### src/rtl/serial_subtractor_pkg.sv
// serial_subtractor_pkg
//   Shared constants for the bit-serial subtract path: FSM state encoding
//   and the default operand width. The divider controller reuses both.
package serial_subtractor_pkg;

  localparam logic [0:0] ST_IDLE = 1'b0;
  localparam logic [0:0] ST_RUN  = 1'b1;

  localparam int DEFAULT_WIDTH = 8;

endpackage

### src/rtl/serial_subtractor_if.sv
// serial_subtractor_if
//   Request/result bundle for the serial subtractor.
//   start, in1, in2, b_in : request side (driven by the controller)
//   diff, b_out, ovf      : registered results
//   busy, done            : status / completion pulse
interface serial_subtractor_if
  import serial_subtractor_pkg::*;
#(
  parameter int WIDTH = DEFAULT_WIDTH
);

  logic             start;
  logic [WIDTH-1:0] in1;
  logic [WIDTH-1:0] in2;
  logic             b_in;
  logic [WIDTH-1:0] diff;
  logic             b_out;
  logic             ovf;
  logic             busy;
  logic             done;

  modport master (
    output start, in1, in2, b_in,
    input  diff, b_out, ovf, busy, done
  );

  modport slave (
    input  start, in1, in2, b_in,
    output diff, b_out, ovf, busy, done
  );

endinterface

### src/rtl/serial_subtractor_full_subtractor.sv
// full_subtractor
//   One-bit combinational full subtractor: a - b - bin.
//   a, b, bin : operand bits and borrow-in
//   d         : difference bit
//   bout      : borrow-out
module full_subtractor (
  input  logic a,
  input  logic b,
  input  logic bin,
  output logic d,
  output logic bout
);

  assign d    = a ^ b ^ bin;
  assign bout = (~a & b) | (~(a ^ b) & bin);

endmodule

### src/rtl/serial_subtractor.sv
// serial_subtractor
//   Bit-serial subtractor: diff = in1 - in2 - b_in, LSB first, one bit per
//   clock over WIDTH cycles, through a single full-subtractor cell.
//   clk  : clock, rising edge
//   rst  : asynchronous active-high reset
//   bus  : slave side of serial_subtractor_if (start/operands in,
//          diff/b_out/ovf/busy/done out)
//
//   state | meaning
//   ------+--------------------------------------------------------------
//   IDLE  | waiting for start; results hold; start latches the operands
//   RUN   | one bit per edge; last edge updates results and pulses done
module serial_subtractor
  import serial_subtractor_pkg::*;
#(
  parameter int WIDTH = DEFAULT_WIDTH
) (
  input logic                clk,
  input logic                rst,
  serial_subtractor_if.slave bus
);

  localparam int CNT_W = $clog2(WIDTH);
  localparam logic [CNT_W-1:0] CNT_LAST = CNT_W'(WIDTH - 1);

  logic [0:0]       state;
  logic [WIDTH-1:0] a_sr;
  logic [WIDTH-1:0] b_sr;
  logic [WIDTH-1:0] r_sr;
  logic             borrow;
  logic [CNT_W-1:0] cnt;
  logic             cell_d;
  logic             cell_bo;

  full_subtractor u_cell (
    .a    (a_sr[0]),
    .b    (b_sr[0]),
    .bin  (borrow),
    .d    (cell_d),
    .bout (cell_bo)
  );

  assign bus.busy = (state == ST_RUN);

  always_ff @(posedge clk or posedge rst) begin
    if (rst) begin
      state     <= ST_IDLE;
      a_sr      <= '0;
      b_sr      <= '0;
      r_sr      <= '0;
      borrow    <= 1'b0;
      cnt       <= '0;
      bus.diff  <= '0;
      bus.b_out <= 1'b0;
      bus.ovf   <= 1'b0;
      bus.done  <= 1'b0;
    end else begin
      bus.done <= 1'b0;
      case (state)
        ST_IDLE: begin
          if (bus.start) begin
            a_sr   <= bus.in1;
            b_sr   <= bus.in2;
            borrow <= bus.b_in;
            cnt    <= '0;
            state  <= ST_RUN;
          end
        end
        ST_RUN: begin
          a_sr   <= a_sr >> 1;
          b_sr   <= b_sr >> 1;
          r_sr   <= {cell_d, r_sr[WIDTH-1:1]};
          borrow <= cell_bo;
          cnt    <= cnt + 1'b1;
          if (cnt == CNT_LAST) begin
            bus.diff  <= {cell_d, r_sr[WIDTH-1:1]};
            bus.b_out <= cell_bo;
            // On the last bit the cell sees the original operand MSBs, so
            // no separate copies of them need to be kept.
            bus.ovf   <= (a_sr[0] ^ b_sr[0]) & (cell_d ^ a_sr[0]);
            bus.done  <= 1'b1;
            cnt       <= '0;
            state     <= ST_IDLE;
          end
        end
        default: state <= ST_IDLE;
      endcase
    end
  end

endmodule

### src/flat_wrapper.sv
// flat-port wrapper written by rule: the top's interface ports become plain ports
module serial_subtractor_flat import serial_subtractor_pkg::*;
#(
  parameter int WIDTH = DEFAULT_WIDTH
)
  (clk, rst, bus_start, bus_in1, bus_in2, bus_b_in, bus_diff, bus_b_out, bus_ovf, bus_busy, bus_done);
  serial_subtractor_if #(.WIDTH(WIDTH)) bus_i ();
  input logic clk;
  input logic rst;
  input wire logic [$bits(bus_i.start)-1:0] bus_start;
  input wire logic [$bits(bus_i.in1)-1:0] bus_in1;
  input wire logic [$bits(bus_i.in2)-1:0] bus_in2;
  input wire logic [$bits(bus_i.b_in)-1:0] bus_b_in;
  output wire logic [$bits(bus_i.diff)-1:0] bus_diff;
  output wire logic [$bits(bus_i.b_out)-1:0] bus_b_out;
  output wire logic [$bits(bus_i.ovf)-1:0] bus_ovf;
  output wire logic [$bits(bus_i.busy)-1:0] bus_busy;
  output wire logic [$bits(bus_i.done)-1:0] bus_done;
  assign bus_i.start = bus_start;
  assign bus_i.in1 = bus_in1;
  assign bus_i.in2 = bus_in2;
  assign bus_i.b_in = bus_b_in;
  assign bus_diff = bus_i.diff;
  assign bus_b_out = bus_i.b_out;
  assign bus_ovf = bus_i.ovf;
  assign bus_busy = bus_i.busy;
  assign bus_done = bus_i.done;
  serial_subtractor #(.WIDTH(WIDTH)) u_core (.clk(clk), .rst(rst), .bus(bus_i));
endmodule
### config.mk
export PLATFORM = sky130hd
export DESIGN_NAME = serial_subtractor_flat
export DESIGN_NICKNAME = d
export VERILOG_FILES = /design/src/rtl/serial_subtractor_pkg.sv /design/src/rtl/serial_subtractor_if.sv /design/src/rtl/serial_subtractor_full_subtractor.sv /design/src/rtl/serial_subtractor.sv /design/src/flat_wrapper.sv
export SDC_FILE = /design/constraint.sdc
export NUM_CORES = 1
export LEC_CHECK = 0
export CAP_MARGIN = 20
export CELL_PAD_IN_SITES_DETAIL_PLACEMENT = 1
export CELL_PAD_IN_SITES_GLOBAL_PLACEMENT = 1
export CORE_ASPECT_RATIO = 0.7
export CORE_UTILIZATION = 44
export CTS_CLUSTER_DIAMETER = 100
export DETAILED_ROUTE_END_ITERATION = 7
export PLACE_DENSITY_LB_ADDON = 0.12
export SYNTH_ARGS = -nofsm -noshare
export SYNTH_HDL_FRONTEND = slang
export SYNTH_HIERARCHICAL = 1
export SYNTH_SLANG_ARGS = --single-unit
### constraint.sdc
create_clock -name clk -period 2.98 [get_ports clk]
set_input_delay 0.447 -clock clk [delete_from_list [all_inputs] [get_ports clk]]
set_output_delay 0.447 -clock clk [all_outputs]
set_load 0.01 [all_outputs]
==> flow_summary.yaml, run 1 <==
timing:
  report.final.slew_viol_count: 0
  setup_viol: 0
  timing.fmax_ghz: 0.4778
  slew_headroom: 0.6789
  period_needed_ns: 2.093
  tightest_slew_ns: 0.4817
  rsz0062_at_grt: "false"
  final.setup.tns_ns: 0
  hold_viol_final: 0
  setup_ws_ns: 0.8871
  clock-skew-final_ns: 0.004059
  finalCritPeriodShare: 0.7023
power_and_ir_drop:
  p_per_area_nw_per_um2: 974.4
  p_leak_nw: 0.9613
  total_power_mw: 2.048
  peakVddDrop_uv: 567.0
detailed_routing:
  route.vias.total: 1078
  post-route-drc-count: 0
  drt_iter0_drc: 30
  drt_pass1_iterations: 4
  postRouteAntennaNets: 0
  routedWlPerCell_um: 14.23
  routed_via_density: 4.922
  totalWireLength_mm: 3.117
placement:
  dp.cells: 211
  hpwl_mm: 2.128
  io_buffer_count: 31
  place_area_um2: 2021
  gp_congestion: 0.6835
  dp_slack_ns: 1.178
clock_network:
  cts_root_buffer: "clkbuf_8"
  h-tree-depth: 2
  cts.sinks: 39
  clock_latency_ns: 0.29
  cts_setup_buffers: 0
  cts_tree: "done"
  cts_resized: 0
  clkSlewWorstSetupHoldPaths_ns: 0.07
  cts_made_buffers: 5
  cts_hold_buf: 0
  clockBufferDepth: 2
global_route:
  grt_pass1_wl_mm: 5.106
  grt_pass1_vias: 1083
  overflow: 0
  antenna_found_initial: 0
  grt_max_degree: 50
  grt_util_all_layers: 0.1813
setup_path:
  path_max_fanout: 49
  end_kind: "output port"
  worst-path-buf-inv: 2
  critPathMaxStageDelay_ns: 0.63
  critPathLaunchType: "register"
  crit_path_cell_trace: "buf_4 > clkdlybuf4s50_1"
  cpMaxStageDelayCell: "clkdlybuf4s50_1"
  r2r_setup_slack_ns: 1.36
  required_ns: 2.53
  critPathArrivalTime_ns: 1.65
  crit_family: "buffers and inverters"
  path_class: "reg -> out"
cells_and_area:
  layout-drive-gt1-share: 0.1598
  final_area_um2: 2102
  fillers: 370
  nets: 191
  antenna_cells: 0
  area_delta_synth_final_pct: 25.09
  seq_area_um2: 975.9
  multi_input_area_um2: 624.3
  fin_cells: 219
synth:
  yosys_warnings: 6
  syn_area_per_cell_um2: 12.54
  synth.area.top_cells: "dfrtp_1, mux2i_1, mux2_2"
  ys_seq_elements: 39
  yosysSeqAreaShare: 0.5808
  synth_top_area_frac: 0.5808
  postSynthCellCount: 134
  synthDistinctLibCells: 23
  synth_area_leader_cell: "dfrtp_1"
  syn_area_um2: 1680
  syn_nets: 157
floorplanning:
  coreArea_um2: 3581
  start_util: 0.4693
  die-area_um2: 4074
  floorplan.io_pins: 32
  fp.dieW_um: 75.86
  fp.dieH_um: 53.71
  rows: 18
status:
  status: "complete, no violations"
run:
  cap_violations: 0
hold_path:
  worstHoldPathType: "reg -> reg"
-- sequential cells by signal (all words and copies together), names as in the netlist --
register / flops
u_core/a_sr: 8
u_core/b_sr: 8
u_core/bus.diff: 8
u_core/r_sr: 7
u_core/cnt: 3
u_core/borrow: 1
u_core/bus.b_out: 1
u_core/bus.busy: 1
u_core/bus.done: 1
u_core/bus.ovf: 1
-- per-layer routing --
metal  up-vias  GRT usage  wire [um]
met5         -          0          0
met4         0    0.08333         29
met3         5    0.05618        135
met2        20     0.2832       1513
met1       527     0.2330       1440
li1        526          -          -
-- tightest hold or removal path: cells and delay by family (launching register included) --
kind | cells | cell delay [ns]
and+or+nand+nor | 1 | 0.06
DFF | 1 | 0.35
AOI/OAI and AO/OA | 1 | 0.06
-- through the flow --
| stage | hold slack [ns] | util |
|---|---|---|
| floorplan | 0.4523 | - |
| global placement | 0.4737 | 0.5643 |
| detailed placement | 0.4864 | 0.5643 |
| CTS | 0.5106 | 0.5870 |
| global route | 0.5375 | 0.5870 |
| finish | 0.5046 | 0.5870 |
-- layout by cell type, fill, tap and decap left out --
cell / n
nand3b_1: 1
inv_4: 1
a22o_1: 1
mux2_2: 16
mux2i_1: 18
nand2_1: 16
a21o_1: 1
clkdlybuf4s50_1: 31
a21oi_1: 1
clkbuf_8: 5
o21ai_1: 14
inv_1: 5
o21ai_0: 2
clkbuf_1: 2
nor3b_1: 1
buf_4: 3
nand2b_1: 1
clkinv_2: 1
a31oi_1: 1
dfrtp_1: 39
nor2_1: 4
or3b_1: 1
ha_1: 2
nand2_2: 1
fa_1: 1
-- logic make-up (layout without fill, tap and decap cells) --
kind of cell,after synthesis,count (layout),share of synthesized area
AOI/OAI and AO/OA,20,20,0.06404
adders and majority gates,3,3,0.02680
buffers and inverters,13,48,0.04766
DFF,39,39,0.5808
muxes,34,34,0.2144
and+or+nand+nor,25,25,0.06628
-- where the power goes --
part,internal [mW],switching [mW]
Combinational,0.447,0.361
Clock,0.164,0.174
Sequential,0.767,0.135
Total,1.38,0.670
-- cells in the mapped netlist (all sizes together) --
cell / count
a21o: 1
a21oi: 1
a22o: 1
a31oi: 1
buf: 7
dfrtp: 39
fa: 1
ha: 2
inv: 6
mux2: 16
mux2i: 18
nand2: 17
nand2b: 1
nand3b: 1
nor2: 4
nor3b: 1
o21ai: 16
or3b: 1
-- final cells by class --
| cell class | instances | area share |
|---|---|---|
| Timing Repair Buffer | 34 | 0.1583 |
| Tap cell | 50 | 0.02976 |
| Clock inverter | 1 | 0.002381 |
| Clock buffer | 7 | 0.03631 |
| Multi-Input combinational cell | 82 | 0.2970 |
| Sequential cell | 39 | 0.4643 |
| Inverter | 6 | 0.01190 |
-- worst paths after layout --
kind / depth (start not counted) / startpoint / end
max: 2 / u_core/bus.busy / bus_busy
min: 2 / u_core/a_sr[7] / u_core/a_sr[6]
max reg2reg: 4 / u_core/b_sr[0] / u_core/bus.ovf
min reg2reg: 2 / u_core/a_sr[7] / u_core/a_sr[6]
max in group asynchronous: 3 / rst / u_core/r_sr[4]
min in group asynchronous: 3 / rst / u_core/r_sr[1]
No activity file was read; power rests on OpenSTA's default activity.
==> inputs of run 2 (changes only) <==
--- a/config.mk
+++ b/config.mk
@@ -9,7 +9,7 @@
 export CELL_PAD_IN_SITES_DETAIL_PLACEMENT = 1
 export CELL_PAD_IN_SITES_GLOBAL_PLACEMENT = 1
 export CORE_ASPECT_RATIO = 0.7
-export CORE_UTILIZATION = 44
+export CORE_UTILIZATION = 40
 export CTS_CLUSTER_DIAMETER = 100
 export DETAILED_ROUTE_END_ITERATION = 7
 export PLACE_DENSITY_LB_ADDON = 0.12
==> constraint.sdc (replaced) <==
create_clock -name clk -period 2.05 [get_ports clk]
set_input_delay 0.3075 -clock clk [delete_from_list [all_inputs] [get_ports clk]]
set_output_delay 0.3075 -clock clk [all_outputs]
set_load 0.01 [all_outputs]
==> run 2 against run 1 <==
  * Critical path depth up 2
  * Sequential cell count unchanged
  * Design area increased by 1.4%
  * Global-route usage is 0.39 points lower
  * Sequential power is 45% higher
  * Cell count up 1.4%
  * Via count rose by 1.9%
  * Sequential share of layout area shrank 0.63 points
  * First-iteration DRC count grew to 2.8 times the previous value
  * Utilization decreased by 5.0 points
  * Highest routed layer unchanged
  * Setup slack lost 0.45 ns
==> flow_summary.yaml, run 2 (synthesis gave the netlist of run 1 again) <==
clock_network:
  cts_tree: "done"
  cts_made_buffers: 5
  h-tree-depth: 2
  clock_latency_ns: 0.29
  cts_resized: 0
  cts.sinks: 39
  cts_hold_buf: 0
  clockBufferDepth: 2
  clkSlewWorstSetupHoldPaths_ns: 0.08
  cts_setup_buffers: 0
  cts_root_buffer: "clkbuf_8"
cells_and_area:
  reg_top3: "u_core/a_sr (8), u_core/b_sr (8), u_core/bus.diff (8)"
  layout_commonest_cell: "dfrtp_1"
  layout-drive-gt1-share: 0.1706
  fillers: 425
  layout_common_cells: "dfrtp_1, clkdlybuf4s50_1, mux2i_1, nand2_1, mux2_2"
  area_delta_synth_final_pct: 26.81
  antenna_cells: 0
  nets: 192
power_and_ir_drop:
  swShare: 0.3229
  switchingPower_mw: 0.9940
  clkPwrFrac: 0.182
  peakVddDrop_uv: 849.4
  p_leak_nw: 0.9750
  p_int_mw: 2.084
  p_per_area_nw_per_um2: 1445
  seqPwrFrac: 0.427
  p_comb_frac: 0.391
detailed_routing:
  drt_pass1_iterations: 4
  routed_via_density: 4.950
  totalWireLength_mm: 3.285
  route.vias.total: 1099
  drt_iter0_drc: 84
  post-route-drc-count: 0
  postRouteAntennaNets: 0
  routedWlPerCell_um: 14.80
timing:
  clock-skew-final_ns: 0.008360
  setup_viol: 0
  rsz0062_at_grt: "false"
  period_needed_ns: 1.615
  fin_hold_ws_ns: 0.4418
  final.setup.tns_ns: 0
  timing.fmax_ghz: 0.6193
  hold_viol_final: 0
  report.final.slew_viol_count: 0
  slew_headroom: 0.6709
  setup_ws_ns: 0.4352
  tightest_slew_ns: 0.4937
  finalCritPeriodShare: 0.7877
setup_path:
  end_kind: "register"
  crit_path_cell_trace: "inv_1 > fa_1 > or3b_1 > a31oi_1"
  required_ns: 2.26
  critPathLaunchType: "register"
  cpMaxStageDelayCell: "fa_1"
  critPathMaxStageDelay_ns: 0.51
  path_max_fanout: 4
  path_class: "reg -> reg"
  r2r_setup_slack_ns: 0.44
  critPathArrivalTime_ns: 1.82
floorplanning:
  floorplan.io_pins: 32
  coreArea_um2: 3970
  start_util: 0.4233
  die-area_um2: 4469
  rows: 19
  fp.dieW_um: 79.47
  fp.dieH_um: 56.23
placement:
  dp_slack_ns: 0.4384
  gp_congestion: 0.6842
  hpwl_mm: 2.284
  io_buffer_count: 31
status:
  status: "complete, no violations"
hold_path:
  worstHoldPathType: "in -> async"
global_route:
  grt_pass1_vias: 1176
  grt_max_degree: 40
  antenna_found_initial: 0
  grt_pass1_wl_mm: 5.837
  overflow: 0
  grt_util_all_layers: 0.1774
run:
  cap_violations: 0
-- run 2: layout make-up --
cell class	instances	area, um^2	area share
timing repair buffer	35	340.3	0.1597
tap	52	65.06	0.03053
clock buffer	8	100.1	0.04698
multi-input combinational	82	624.3	0.2930
inverter	6	25.02	0.01174
sequential	39	975.9	0.4580
-- run 2: stage by stage --
step,instance area (um^2),instances,utilization,total power [mW]
6_report,2131,222,0.5367,3.078
2_1_floorplan,1680,134,-,2.086
4_1_cts,2131,222,0.5367,3.131
5_1_grt,2131,222,0.5367,3.327
3_5_place_dp,2031,214,0.5115,2.546
3_3_place_gp,2031,214,0.5115,2.462
-- run 2: final timing paths --
check                                     from                  to  cells after the start
worst max-delay path            u_core/b_sr[0]      u_core/bus.ovf                      4
min in group clk                u_core/a_sr[6]      u_core/a_sr[5]                      2
worst min register to register  u_core/a_sr[6]      u_core/a_sr[5]                      2
worst max register to register  u_core/b_sr[0]      u_core/bus.ovf                      4
worst min-delay path                       rst      u_core/b_sr[3]                      3
max in group asynchronous                  rst  u_core/bus.diff[1]                      3
-- run 2: worst max-delay path: cells and delay by family (launching register included) --
family	cells	cell delay, ns
flops	1	0.40
compound gates	1	0.16
fa+ha+maj	1	0.51
simple gates	1	0.39
buf+inv	1	0.08
-- run 2: routing by layer --
metal | GRT usage | part of all wire | vias up
met5 | 0 | 0 | -
met4 | 0.07792 | 0.018 | 0
met3 | 0.05574 | 0.045 | 7
met2 | 0.2662 | 0.46 | 18
met1 | 0.2353 | 0.48 | 546
li1 | - | - | 528
-- run 2: power by group through the flow --
stage	registers, mW	clock network, mW	logic, mW
3_3_place_gp	1.31	0	1.16
3_5_place_dp	1.33	0	1.21
2_1_floorplan	1.33	0	0.753
6_report	1.31	0.561	1.20
4_1_cts	1.32	0.590	1.22
5_1_grt	1.37	0.615	1.34
==> inputs of run 3 (changes only) <==
==> constraint.sdc (replaced) <==
create_clock -name clk -period 1.53 [get_ports clk]
set_input_delay 0.2295 -clock clk [delete_from_list [all_inputs] [get_ports clk]]
set_output_delay 0.2295 -clock clk [all_outputs]
set_load 0.01 [all_outputs]
==> run 3 against run 2 <==
  * Clock-buffer cell count fell by 3
  * Sequential share of layout area down 1.2 points
  * Sequential cell count unchanged
  * Wire length down 2.6%
  * Cell count grew 2.3%
  * Utilization up 1.4 points
  * First-iteration DRC count is 52% lower
  * Setup slack worse by 0.39 ns
  * Non-clock buffer count rose by 5
  * Design area increased by 2.6%
  * Register-to-register slack worse by 0.39 ns
==> flow_summary.yaml, run 3 (synthesis gave the netlist of run 1 again) <==
status:
  status: "complete, no violations"
timing:
  timing.fmax_ghz: 0.6721
  clock-skew-final_ns: 0.003578
  period_needed_ns: 1.488
  slew_headroom: 0.7735
  report.final.slew_viol_count: 0
  setup_ws_ns: 0.04210
  finalCritPeriodShare: 0.9725
  setup_viol: 0
  tightest_slew_ns: 0.3397
  rsz0062_at_grt: "true"
  hold_viol_final: 0
floorplanning:
  fp.dieW_um: 79.47
  coreArea_um2: 3970
  floorplan.io_pins: 32
  rows: 19
  die-area_um2: 4469
  start_util: 0.4233
  fp.dieH_um: 56.23
setup_path:
  path_class: "reg -> reg"
  path_max_fanout: 2
  required_ns: 1.74
  critPathArrivalTime_ns: 1.69
  end_kind: "register"
  critPathLaunchType: "register"
power_and_ir_drop:
  switchingPower_mw: 1.357
  p_leak_nw: 1.003
  clkPwrFrac: 0.157
  p_int_mw: 2.794
  swShare: 0.3270
  peakVddDrop_uv: 1090
  p_per_area_nw_per_um2: 1898
  seqPwrFrac: 0.422
  p_comb_frac: 0.421
placement:
  dp.cells: 217
  hpwl_mm: 2.232
  dp_slack_ns: 0.01077
  gp_congestion: 0.7231
  io_buffer_count: 31
global_route:
  antenna_found_initial: 0
  overflow: 0
  grt_pass1_wl_mm: 5.568
  grt_max_degree: 40
  grt_pass1_vias: 1158
  grt_util_all_layers: 0.1689
cells_and_area:
  fillers: 415
  fin_cells: 227
  area_delta_synth_final_pct: 30.16
  antenna_cells: 0
  seq_area_um2: 975.9
  layout_common_cells: "dfrtp_1, clkdlybuf4s50_1, mux2i_1, nand2_1, mux2_2"
  nets: 197
  reg_top3: "u_core/a_sr (8), u_core/b_sr (8), u_core/bus.diff (8)"
  multi_input_area_um2: 631.9
  layout-drive-gt1-share: 0.2171
  layout_commonest_cell: "dfrtp_1"
detailed_routing:
  routed_via_density: 4.841
  drt_pass1_iterations: 4
  totalWireLength_mm: 3.201
  postRouteAntennaNets: 0
  drt_iter0_drc: 40
  routedWlPerCell_um: 14.10
  post-route-drc-count: 0
  route.vias.total: 1099
clock_network:
  cts_made_buffers: 5
  h-tree-depth: 2
  clock_latency_ns: 0.28
  cts_tree: "done"
  clockBufferDepth: 2
  clkSlewWorstSetupHoldPaths_ns: 0.07
  cts_root_buffer: "clkbuf_8"
  cts_hold_buf: 0
  cts.sinks: 39
run:
  cap_violations: 0
hold_path:
  worstHoldPathType: "in -> async"
-- run 3: cell types whose count changed in the layout (fill, tap and decap cells not counted), moves of 2 or more --
cell and change:
buf_4 +3, clkinv_2 +3, buf_12 +2, clkbuf_8 -2, inv_1 -2, inv_2 +2
-- run 3: worst max-delay path: stages (launching register included) --
cell     delay [ns]
dfrtp_1        0.36
inv_2          0.04
fa_1           0.49
or3b_1         0.36
a31oi_1        0.16
-- run 3: timing repair --
item | in CTS | in global routing
resized for setup | 0 | 5
setup buffers | 1 | 1
pin swaps | 1 | 3
hold endpoints to repair | 0 | 0
endpoints found under the setup margin | 1 | 8
-- run 3: metrics by stage --
step	hold slack (ns)	cell area (um^2)	util	setup TNS (ns)	power, mW
floorplan	0.3858	1680	-	0	2.795
global placement	0.4727	2078	0.5235	0	3.364
detailed placement	0.4777	2078	0.5235	0	3.474
CTS	0.3239	2170	0.5465	0	4.170
global route	0.3339	2187	0.5509	-0.02870	4.493
finish	0.3127	2187	0.5509	0	4.151
-- run 3: cell type report --
type | instances | area share
repair buffers | 40 | 0.1842
clock buffers | 5 | 0.03146
multi-input cells | 82 | 0.2889
clock inverters | 3 | 0.006865
flip-flops and latches | 39 | 0.4462
inverters | 6 | 0.01259
well taps | 52 | 0.02975
-- run 3: final timing paths --
path,endpoint,slack [ns],depth (start not counted),startpoint
max,u_core/bus.ovf,0.04,4,u_core/b_sr[0]
min,u_core/bus.diff[0],0.31,3,rst
max reg2reg,u_core/bus.ovf,0.04,4,u_core/b_sr[0]
min reg2reg,u_core/b_sr[6],0.49,2,u_core/b_sr[7]
max in group asynchronous,u_core/r_sr[6],1.03,3,rst
min in group clk,u_core/b_sr[6],0.49,2,u_core/b_sr[7]
-- run 3: routing by layer --
metal / global-route usage / wire (um)
met3: 0.05902 / 115
met4: 0.04675 / 23
met2: 0.2454 / 1495
met5: 0 / 0
met1: 0.2387 / 1568
-- run 3: power groups by stage --
stage               logic [mW]  clock network [mW]  registers (mW)
detailed placement        1.69                   0            1.78
floorplan                 1.01                   0            1.79
global placement          1.61                   0            1.75
finish                    1.75               0.652            1.75
global route              1.93               0.737            1.82
CTS                       1.73               0.681            1.76
